$ cat config.mk
export PLATFORM = sky130hd
export DESIGN_NAME = top2_frame_sched
export DESIGN_NICKNAME = d
export VERILOG_FILES = /design/src/rtl/top2_pkg.sv /design/src/rtl/top2_frame_sched_tracker.sv /design/src/rtl/top2_frame_sched.sv
export SDC_FILE = /design/constraint.sdc
export NUM_CORES = 1
export LEC_CHECK = 0
export BUFFER_PORTS_ARGS = -buffer_cell sky130_fd_sc_hd__buf_2
export CAP_MARGIN = 0
export CORE_ASPECT_RATIO = 0.5
export CORE_UTILIZATION = 55
export CTS_CLUSTER_SIZE = 24
export DETAILED_ROUTE_END_ITERATION = 6
export PLACE_DENSITY_LB_ADDON = 0.05
export SKIP_LAST_GASP = 1
export SLEW_MARGIN = 40
export SYNTH_ARGS = -nofsm -noshare
export SYNTH_HDL_FRONTEND = slang
export SYNTH_SLANG_ARGS = --single-unit
$ cat constraint.sdc
create_clock -name clk -period 4.5 [get_ports clk]
set_input_delay 1.125 -clock clk [delete_from_list [all_inputs] [get_ports clk]]
set_output_delay 1.125 -clock clk [all_outputs]
set_load 0.005 [all_outputs]
$ cat src/rtl/top2_pkg.sv
// rtl/top2_pkg.sv - shared types, defaults and round-robin pick for the top-2 frame scheduler
package top2_pkg;

  localparam int DATA_WIDTH_DEF = 32;
  localparam int CNT_W_DEF      = 16;
  localparam int MAX_REQ        = 32;
  localparam int IDX_W          = 5;

  typedef enum logic [1:0] {ARB, STREAM, DRAIN, RESULT} state_t;

  // First asserted valid bit at or after ptr, wrapping within n requesters.
  function automatic logic [IDX_W-1:0] rr_pick(input logic [MAX_REQ-1:0] valid,
                                               input int unsigned ptr,
                                               input int unsigned n);
    logic [IDX_W-1:0] pick;
    logic [IDX_W-1:0] idx;
    logic             found;
    pick  = IDX_W'(ptr);
    found = 1'b0;
    for (int unsigned k = 0; k < MAX_REQ; k++) begin
      idx = IDX_W'((ptr + k) % n);
      if (k < n && !found && valid[idx]) begin
        pick  = idx;
        found = 1'b1;
      end
    end
    return pick;
  endfunction

endpackage

$ cat src/rtl/top2_frame_sched_tracker.sv
// rtl/top2_frame_sched_tracker.sv - streaming largest/second-largest tracker with saturating beat count
// TOP2_DISTINCT_EN: second-largest excludes duplicates of the current max.
module top2_tracker
  import top2_pkg::*;
#(
  parameter int DATA_WIDTH = DATA_WIDTH_DEF,
  parameter int CNT_W      = CNT_W_DEF
) (
  input  logic                  clk,
  input  logic                  rst,
  input  logic                  clr_i,
  input  logic                  en_i,
  input  logic [DATA_WIDTH-1:0] din_i,
  output logic [DATA_WIDTH-1:0] max_o,
  output logic [DATA_WIDTH-1:0] second_o,
  output logic [CNT_W-1:0]      count_o
);

  logic [DATA_WIDTH-1:0] max_q;
  logic [DATA_WIDTH-1:0] second_q;
  logic [CNT_W-1:0]      count_q;
  logic                  sec_upd;

`ifdef TOP2_DISTINCT_EN
  assign sec_upd = (din_i > second_q) && (din_i != max_q);
`else
  assign sec_upd = din_i > second_q;
`endif

  always_ff @(posedge clk or negedge rst) begin
    if (!rst) begin
      max_q    <= '0;
      second_q <= '0;
      count_q  <= '0;
    end else if (clr_i) begin
      max_q    <= '0;
      second_q <= '0;
      count_q  <= '0;
    end else if (en_i) begin
      if (din_i > max_q) begin
        second_q <= max_q;
        max_q    <= din_i;
      end else if (sec_upd) begin
        second_q <= din_i;
      end
      if (count_q != '1) count_q <= count_q + 1'b1;
    end
  end

  assign max_o    = max_q;
  assign second_o = second_q;
  assign count_o  = count_q;

endmodule

$ cat src/rtl/top2_frame_sched.sv
// rtl/top2_frame_sched.sv - round-robin frame arbiter sharing one top-2 tracker among N_REQ requesters
// TOP2_DISTINCT_EN selects distinct-value second-largest inside the tracker.
module top2_frame_sched
  import top2_pkg::*;
#(
  parameter int DATA_WIDTH = DATA_WIDTH_DEF,
  parameter int N_REQ      = 4,
  parameter int CNT_W      = CNT_W_DEF
) (
  input  logic                        clk,
  input  logic                        rst,
  input  logic [N_REQ-1:0]            in_valid,
  input  logic [N_REQ*DATA_WIDTH-1:0] in_data,
  input  logic [N_REQ-1:0]            in_last,
  output logic [N_REQ-1:0]            in_ready,
  output logic                        res_valid,
  input  logic                        res_ready,
  output logic [$clog2(N_REQ)-1:0]    res_id,
  output logic [DATA_WIDTH-1:0]       res_max,
  output logic [DATA_WIDTH-1:0]       res_second,
  output logic [CNT_W-1:0]            res_count
);

  localparam int ID_W = $clog2(N_REQ);

  state_t                state_q;
  logic [ID_W-1:0]       ptr_q;
  logic [ID_W-1:0]       g_q;
  logic [ID_W-1:0]       g_d;
  logic [N_REQ-1:0]      in_ready_q;
  logic                  res_valid_q;
  logic [ID_W-1:0]       res_id_q;
  logic [DATA_WIDTH-1:0] res_max_q;
  logic [DATA_WIDTH-1:0] res_second_q;
  logic [CNT_W-1:0]      res_count_q;

  logic [MAX_REQ-1:0]    valid_ext;
  logic [DATA_WIDTH-1:0] din;
  logic                  beat;
  logic [DATA_WIDTH-1:0] trk_max;
  logic [DATA_WIDTH-1:0] trk_second;
  logic [CNT_W-1:0]      trk_count;

  assign valid_ext = MAX_REQ'(in_valid);
  assign g_d       = ID_W'(rr_pick(valid_ext, 32'(ptr_q), N_REQ));
  assign din       = in_data[int'(g_q)*DATA_WIDTH +: DATA_WIDTH];
  assign beat      = (state_q == STREAM) && in_valid[g_q] && in_ready_q[g_q];

  top2_tracker #(
    .DATA_WIDTH (DATA_WIDTH),
    .CNT_W      (CNT_W)
  ) u_tracker (
    .clk      (clk),
    .rst      (rst),
    .clr_i    (state_q == ARB),
    .en_i     (beat),
    .din_i    (din),
    .max_o    (trk_max),
    .second_o (trk_second),
    .count_o  (trk_count)
  );

  always_ff @(posedge clk or negedge rst) begin
    if (!rst) begin
      state_q      <= ARB;
      ptr_q        <= '0;
      g_q          <= '0;
      in_ready_q   <= '0;
      res_valid_q  <= 1'b0;
      res_id_q     <= '0;
      res_max_q    <= '0;
      res_second_q <= '0;
      res_count_q  <= '0;
    end else begin
      case (state_q)
        ARB: begin
          if (|in_valid) begin
            g_q        <= g_d;
            in_ready_q <= N_REQ'(1) << g_d;
            state_q    <= STREAM;
          end
        end
        STREAM: begin
          if (beat && in_last[g_q]) begin
            in_ready_q <= '0;
            state_q    <= DRAIN;
          end
        end
        DRAIN: state_q <= RESULT;
        RESULT: begin
          // First RESULT cycle latches the settled tracker; then wait for the consumer.
          if (!res_valid_q) begin
            res_valid_q  <= 1'b1;
            res_id_q     <= g_q;
            res_max_q    <= trk_max;
            res_second_q <= trk_second;
            res_count_q  <= trk_count;
          end else if (res_ready) begin
            res_valid_q <= 1'b0;
            ptr_q       <= (g_q == ID_W'(N_REQ - 1)) ? '0 : g_q + 1'b1;
            state_q     <= ARB;
          end
        end
        default: state_q <= ARB;
      endcase
    end
  end

  assign in_ready   = in_ready_q;
  assign res_valid  = res_valid_q;
  assign res_id     = res_id_q;
  assign res_max    = res_max_q;
  assign res_second = res_second_q;
  assign res_count  = res_count_q;

endmodule

==> results of run 1 <==
[per-stage QoR]
| step | total power [uW] | cell area (um^2) | utilization [%] |
|---|---|---|---|
| 2_1_floorplan | 1710 | 9900 | - |
| 3_5_place_dp | 1850 | 11600 | 66.3 |
| 5_1_grt | 3440 | 12200 | 69.9 |
| 3_3_place_gp | 1840 | 11600 | 66.1 |
| 4_1_cts | 3350 | 12200 | 69.7 |
| 6_report | 3320 | 12200 | 69.9 |
[cells by family (layout without fill, tap and decap cells)]
logic type	after synthesis	count (layout)	share of synthesized area (%)
compound gates	171	171	12.5
xor+xnor	13	13	1.15
fa+ha+maj	70	70	8.85
buf+inv	118	386	5.33
flops	173	173	43.7
mux	125	125	17.3
simple gates	236	236	11.2
[registers in the layout, indices dropped and copies added (netlist names)]
signal / count
res_max: 32
res_second: 32
u_tracker.max_o: 32
u_tracker.second_o: 32
res_count: 16
u_tracker.count_o: 16
in_ready: 4
g_q: 2
ptr_q: 2
res_id: 2
state_q: 2
res_valid: 1
[path summary, 6_finish.rpt]
kind | end | slack [ns] | cells past startpoint
min reg2reg | res_second[2]$_DFFE_PN0P_ | 0.47 | 2
max reg2reg | u_tracker.max_o[19]$_DFFE_PN0P_ | 0.38 | 12
max | u_tracker.max_o[19]$_DFFE_PN0P_ | 0.38 | 12
max in group asynchronous | u_tracker.count_o[6]$_DFFE_PN0P_ | 2.90 | 3
min in group asynchronous | res_max[18]$_DFFE_PN0P_ | 0.58 | 1
min | res_second[2]$_DFFE_PN0P_ | 0.47 | 2
[placed cells by master, fill, tap and decap left out, types with 3 or more instances in the layout]
| cell type | netlist | routed |
|---|---|---|
| nand2b_1 | 35 | 34 |
| and4_1 | 5 | 5 |
| o21a_1 | 4 | 4 |
| buf_2 | 5 | 224 |
| inv_6 | 0 | 3 |
| mux4_2 | 34 | 34 |
| buf_4 | 3 | 53 |
| a211oi_1 | 3 | 3 |
| nand2_1 | 93 | 93 |
| clkbuf_16 | 0 | 17 |
| o22ai_2 | 30 | 30 |
| and2_1 | 3 | 3 |
| dfrtp_1 | 173 | 171 |
| mux2i_1 | 66 | 66 |
| buf_12 | 0 | 5 |
| and3_1 | 4 | 4 |
| nand3_1 | 13 | 13 |
| nor4_1 | 3 | 3 |
| mux2_2 | 23 | 23 |
| ha_1 | 70 | 69 |
| nor2_1 | 56 | 56 |
| clkinvlp_4 | 0 | 3 |
| nand4_1 | 12 | 12 |
| a21oi_1 | 27 | 26 |
| o2111ai_1 | 3 | 3 |
| a21o_1 | 5 | 4 |
| nor2b_1 | 6 | 6 |
| xor2_1 | 12 | 12 |
| inv_1 | 69 | 69 |
| o21ai_0 | 72 | 72 |
[tightest hold or removal path, stage by stage (launching register included)]
cell	delay (ns)
dfrtp_1	0.34
nand2_1	0.04
o21ai_0	0.06
[power groups by stage]
stage	sequential (uW)	clock [uW]	combinational (uW)
final	1550	1490	270
after global routing	1550	1590	300
after CTS	1550	1530	270
after detailed placement	1580	0	268
after global placement	1580	0	259
after floorplan	1580	0	121
[area by class of cell]
| cell class | instances | area, um^2 | share of cell area [%] |
|---|---|---|---|
| clock buffers | 20 | 457 | 3.74 |
| clock inverters | 12 | 136 | 1.12 |
| inverters | 69 | 259 | 2.12 |
| multi-input cells | 615 | 5070 | 41.5 |
| flip-flops and latches | 173 | 4330 | 35.4 |
| well taps | 234 | 293 | 2.40 |
| repair buffers | 285 | 1670 | 13.7 |
[metal layers]
layer,up-vias,global-route usage (%),part of all wire (%)
met1,3880,39.5,48
met3,19,5.30,4.6
met2,186,44.2,47
met5,-,0,0
li1,3723,-,-
met4,0,6.59,0.96
==> impl_metrics.json, run 1 <==
{
  "critPathRequiredTime_ns": 4.79,
  "p_leak_uw": 0.00625,
  "synth_flop_cell": "dfrtp_1",
  "drt_wl_total_um": 24700,
  "post_cts_buffers": 0,
  "cts_buffer_depth": 2,
  "status": "complete, no violations",
  "synth_area_leader_cell": "dfrtp_1",
  "clockPowerShare_pct": 45.0,
  "max_slew_margin_pct": 49.3,
  "synth.most_common_cell": "dfrtp_1",
  "worstPathMaxFanout": 19,
  "cellPowerDensity_nw_per_um2": 271,
  "grt_max_degree": 99,
  "synth_top_area_share_pct": 43.7,
  "rsz0062_at_grt": "false",
  "portBuffers": 225,
  "dieArea_um2": 18600,
  "fp-row-count": 34,
  "die_h_um": 96.9,
  "max_stage_delay_ns": 0.64,
  "startpoint": "g_q[0]$_DFFE_PN0P_",
  "synth_top_cells_by_count": "173 x dfrtp_1, 93 x nand2_1, 72 x o21ai_0, 70 x ha_1, 69 x inv_1",
  "globalRouteTotalUtil_pct": 27.8,
  "hold_class": "reg -> reg",
  "synth-edff-count": 0,
  "fin_ws_ns": 0.382,
  "cap_violations": 0,
  "cp_num_buf_inv": 3,
  "place_inst": 1375,
  "post_drt_wl_per_cell_um": 17.6,
  "drtPass1Iterations": 4,
  "cts_made_buffers": 17,
  "combPwrFrac_pct": 8.2,
  "dpl.hpwl_um": 18100,
  "hold_ws_ns": 0.473,
  "period_minus_slack_ns": 4.12,
  "rr_startpoint": "g_q[0]$_DFFE_PN0P_",
  "die_w_um": 192,
  "htree_levels": 4,
  "synthTopCellsByArea": "dfrtp_1 44%, ha_1 8.8%, mux4_2 7.7%",
  "clkSinkCount": 173,
  "yosysSeqAreaShare_pct": 43.7,
  "num_antenna_cells": 0,
  "initial_core_util_pct": 56.6,
  "tns_ns": 0,
  "cp_cell_sequence": "buf_4 -> mux4_2 -> ha_1 -> nand4_1 -> nor4_2 -> a21boi_2 -> o31ai_2 -> a211oi_4 -> buf_6 -> buf_12 -> mux2i_1 -> nor2_1",
  "path_clk_slew_ns": 0.07,
  "postSynth.asyncResetShare_pct": 100,
  "core-area_um2": 17500,
  "fin_crit_sh_pct": 91.5,
  "seqPwrFrac_pct": 46.9,
  "dp_slack_ns": 0.130,
  "p_sw_share_pct": 23.4,
  "io_pins": 226,
  "synthDistinctLibCells": 56,
  "postCtsHoldBufs": 0,
  "crit_type": "reg -> reg",
  "worst_pin_slew_ns": 0.758,
  "arrival_ns": 4.41,
  "drive_gt1_share_pct": 35.6,
  "cts_tree": "done",
  "drv_slew": 0,
  "cp-end-kind": "flip-flop",
  "fmax_ghz": 0.243,
  "p_switching_uw": 777,
  "layout.nets": 1370,
  "skew_ns": 0.0103,
  "yosys_warnings": 0,
  "antenna_found_initial": 0,
  "vias": 7808,
  "place.gp.congestion": 0.826,
  "n_fill_cell": 1342,
  "cpMaxStageDelayCell": "a211oi_4",
  "fin_cells": 1408,
  "cp-start-kind": "flip-flop",
  "syn_avg_cell_area_um2": 10.9,
  "crit_family": "compound AO/OA/AOI/OAI gates",
  "syn-num-nets": 1115,
  "grt_pass1_vias": 7861,
  "cts_resized": 0,
  "vdd_drop_max_uv": 273,
  "hold_viol": 0,
  "p_int_uw": 2540,
  "syn_to_final_growth_pct": 23.5,
  "first_iter_violations": 408,
  "drc": 0,
  "antenna_left": 0,
  "grt_overflow_total": 0,
  "grt_pass1_wl_um": 40000,
  "setup_violations": 0,
  "synth_cells": 906,
  "clk_latency_ns": 0.43,
  "clock-root-buffer": "clkbuf_16",
  "hold_start": "res_second[2]$_DFFE_PN0P_",
  "ys_seq_elements": 173,
  "syn_area_um2": 9900,
  "vias_per_cell": 5.55
}
No activity file was read; power rests on OpenSTA's default activity.
==> run 2, diff against run 1 <==
- SYNTH_HIERARCHICAL: unset -> 1
==> run 2 against run 1 <==
  * Largest power group unchanged
  * Via count down 7.9%
  * Clock-buffer cell count down 2
  * Die area down 0.61%
  * First-iteration DRC count down 28%
  * Global-route usage down 2.2 points
  * Power up 0.20%
  * Core utilization down 1.7 points
  * Sequential cell count unchanged
  * Synthesized cell count down 15%
  * Synthesized area down 0.62%
  * Critical path depth down 1
  * Critical endpoint is now u_tracker/second_o[3]$_DFFE_PN0P_
  * Combinational power down 5%
==> impl_metrics.json, run 2 <==
{
  "path_clk_slew_ns": 0.06,
  "arrival_ns": 4.35,
  "synth_top_family_by_area": "multiplexers",
  "vias": 7189,
  "period_minus_slack_ns": 4.05,
  "fp-row-count": 34,
  "synthTopCellsByArea": "dfrtp_1 44%, mux2_2 9.7%, ha_1 8.9%",
  "cts_made_buffers": 17,
  "initial_core_util_pct": 56.4,
  "synth_area_leader_cell": "dfrtp_1",
  "max_slew_margin_pct": 47.7,
  "die_w_um": 191,
  "vias_per_cell": 5.75,
  "muxShareOfSynthArea_pct": 21.0,
  "yosys_warnings": 6,
  "critPathRequiredTime_ns": 4.80,
  "cp-start-kind": "flip-flop",
  "cts_buffer_depth": 2,
  "place.gp.congestion": 0.841,
  "yosys.area_share.simple_pct": 6.88,
  "syn_area_um2": 9840,
  "fmax_ghz": 0.247,
  "cts_resized": 0,
  "first_iter_violations": 293,
  "die_h_um": 96.6,
  "layout.nets": 1212,
  "io_pins": 226,
  "post_drt_wl_per_cell_um": 18.2,
  "grt_overflow_total": 0,
  "final_common_cell": "buf_2",
  "syn_to_final_growth_pct": 21.0,
  "syn_avg_cell_area_um2": 12.7,
  "synth_cells": 774,
  "cp-end-kind": "flip-flop",
  "skew_ns": 0.00984,
  "vdd_drop_max_uv": 243,
  "cts_tree": "done",
  "tns_ns": 0,
  "dpl.hpwl_um": 16900,
  "p_leak_uw": 0.00575,
  "worstPathMaxFanout": 20,
  "final_util_pct": 68.2,
  "drc": 0,
  "grt_pass1_vias": 7237,
  "hold_viol": 0,
  "dieArea_um2": 18500,
  "mostFrequentLayoutCells": "224 x buf_2, 171 x dfrtp_1, 85 x mux2_2",
  "syn-num-nets": 983,
  "status": "complete, no violations",
  "synthXorXnorAreaFrac_pct": 1.16,
  "htree_levels": 4,
  "hold_class": "reg -> reg",
  "cap_violations": 0,
  "fin_crit_sh_pct": 89.9,
  "setup_violations": 0,
  "grt_max_degree": 81,
  "drtPass1Iterations": 5,
  "synth.most_common_cell": "dfrtp_1",
  "post_cts_buffers": 0,
  "yosysSeqAreaShare_pct": 44.0,
  "synth-edff-count": 0,
  "worst_pin_slew_ns": 0.784,
  "multi_input_area_um2": 5060,
  "clock-root-buffer": "clkbuf_16",
  "rsz0062_at_grt": "false",
  "antenna_left": 0,
  "postSynth.asyncResetShare_pct": 100,
  "n_fill_cell": 1395,
  "clk_latency_ns": 0.42,
  "postCtsHoldBufs": 0,
  "regArea_um2": 4330,
  "cellPowerDensity_nw_per_um2": 279,
  "synth_flop_cell": "dfrtp_1",
  "portBuffers": 225,
  "synthDistinctLibCells": 60,
  "clkSinkCount": 173,
  "drv_slew": 0,
  "drive_gt1_share_pct": 43.9,
  "globalRouteTotalUtil_pct": 25.6,
  "drt_wl_total_um": 22800,
  "core-area_um2": 17400,
  "synth_compound_area_share_pct": 13.2,
  "synth_fa_ha_area_share_pct": 8.90,
  "crit_type": "reg -> reg",
  "synth_top_area_share_pct": 44.0,
  "synth_top_cells_by_count": "173 x dfrtp_1, 85 x mux2_2, 70 x ha_1, 67 x inv_1, 34 x mux4_2",
  "ys_seq_elements": 173,
  "grt_pass1_wl_um": 36300,
  "antenna_found_initial": 1
}
## run 2: cell types whose count changed in the layout (fill, tap and decap cells not counted), sizes merged, moves of 12 or more
cell	delta
nand2	-62
mux2	+61
o21ai	-61
buf	-41
mux2i	-33
o2bb2ai	+33
a22o	+32
nor2	-32
o22ai	-32
nand2b	-30
xnor2	+12
xor2	-12
## run 2: area by class of cell
cell class | count | share of cell area [%]
multi-input combinational | 499 | 42.5
sequential | 173 | 36.4
timing repair buffer | 245 | 11.5
clock buffer | 18 | 3.61
tap | 234 | 2.46
inverter | 67 | 2.11
clock inverter | 14 | 1.42
antenna | 1 | 0.0210
## run 2: through the flow
step	power [uW]	std cells	hold WS, ns	instance area, um^2	setup slack [ns]
4_1_cts	3360	1250	0.503	11900	0.417
6_report	3320	1251	0.503	11900	0.452
3_3_place_gp	1840	1215	0.484	11200	0.201
5_1_grt	3440	1250	0.508	11900	0.168
3_5_place_dp	1840	1218	0.487	11300	0.175
2_1_floorplan	1720	774	0.474	9840	0.815
## run 2: logic make-up (layout without fill, tap and decap cells)
kind of cell             Yosys count  count (layout)
flip-flops                       173             173
multiplexers                     153             153
AO/OA/AOI/OAI                    139             139
AND/OR/NAND/NOR                  124             124
buffers and inverters            102             344
adder cells (fa/ha/maj)           70              70
XOR/XNOR                          13              13
other                              0               1
## run 2: layer usage
metal | global-route usage (%) | up-vias | wire length [um]
li1 | - | 3337 | -
met3 | 4.84 | 13 | 1130
met1 | 34.8 | 3686 | 10700
met5 | 0 | - | 0
met2 | 43.0 | 153 | 10900
met4 | 6.02 | 0 | 143
## run 2: where the power goes
group / leakage, uW / internal [uW] / switching [uW]
combinational: 0.00305 / 119 / 138
clock: 0.000290 / 876 / 636
sequential: 0.00241 / 1550 / 0
## run 2: worst paths after layout
path                                         start                           endpoint  slack, ns  cells past startpoint
max                             g_q[0]$_DFFE_PN0P_  u_tracker/second_o[3]$_DFFE_PN0P_       0.45                     11
max in group asynchronous                      rst   u_tracker/count_o[0]$_DFFE_PN0P_       2.95                      2
min in group asynchronous                      rst          res_second[4]$_DFFE_PN0N_       0.72                      1
max reg2reg                     g_q[0]$_DFFE_PN0P_  u_tracker/second_o[3]$_DFFE_PN0P_       0.45                     11
min                        res_max[11]$_DFFE_PN0N_            res_max[11]$_DFFE_PN0N_       0.50                      1
min reg2reg                res_max[11]$_DFFE_PN0N_            res_max[11]$_DFFE_PN0N_       0.50                      1
## run 2: critical path, cell delays in order (launching register included)
cell	delay (ns)
dfrtp_2	0.64
buf_12	0.26
mux4_2	0.61
ha_1	0.34
nand4_1	0.16
nor4_1	0.52
a21boi_0	0.26
nor3b_1	0.11
a2111oi_2	0.49
a211oi_4	0.08
buf_4	0.26
o2bb2ai_2	0.16
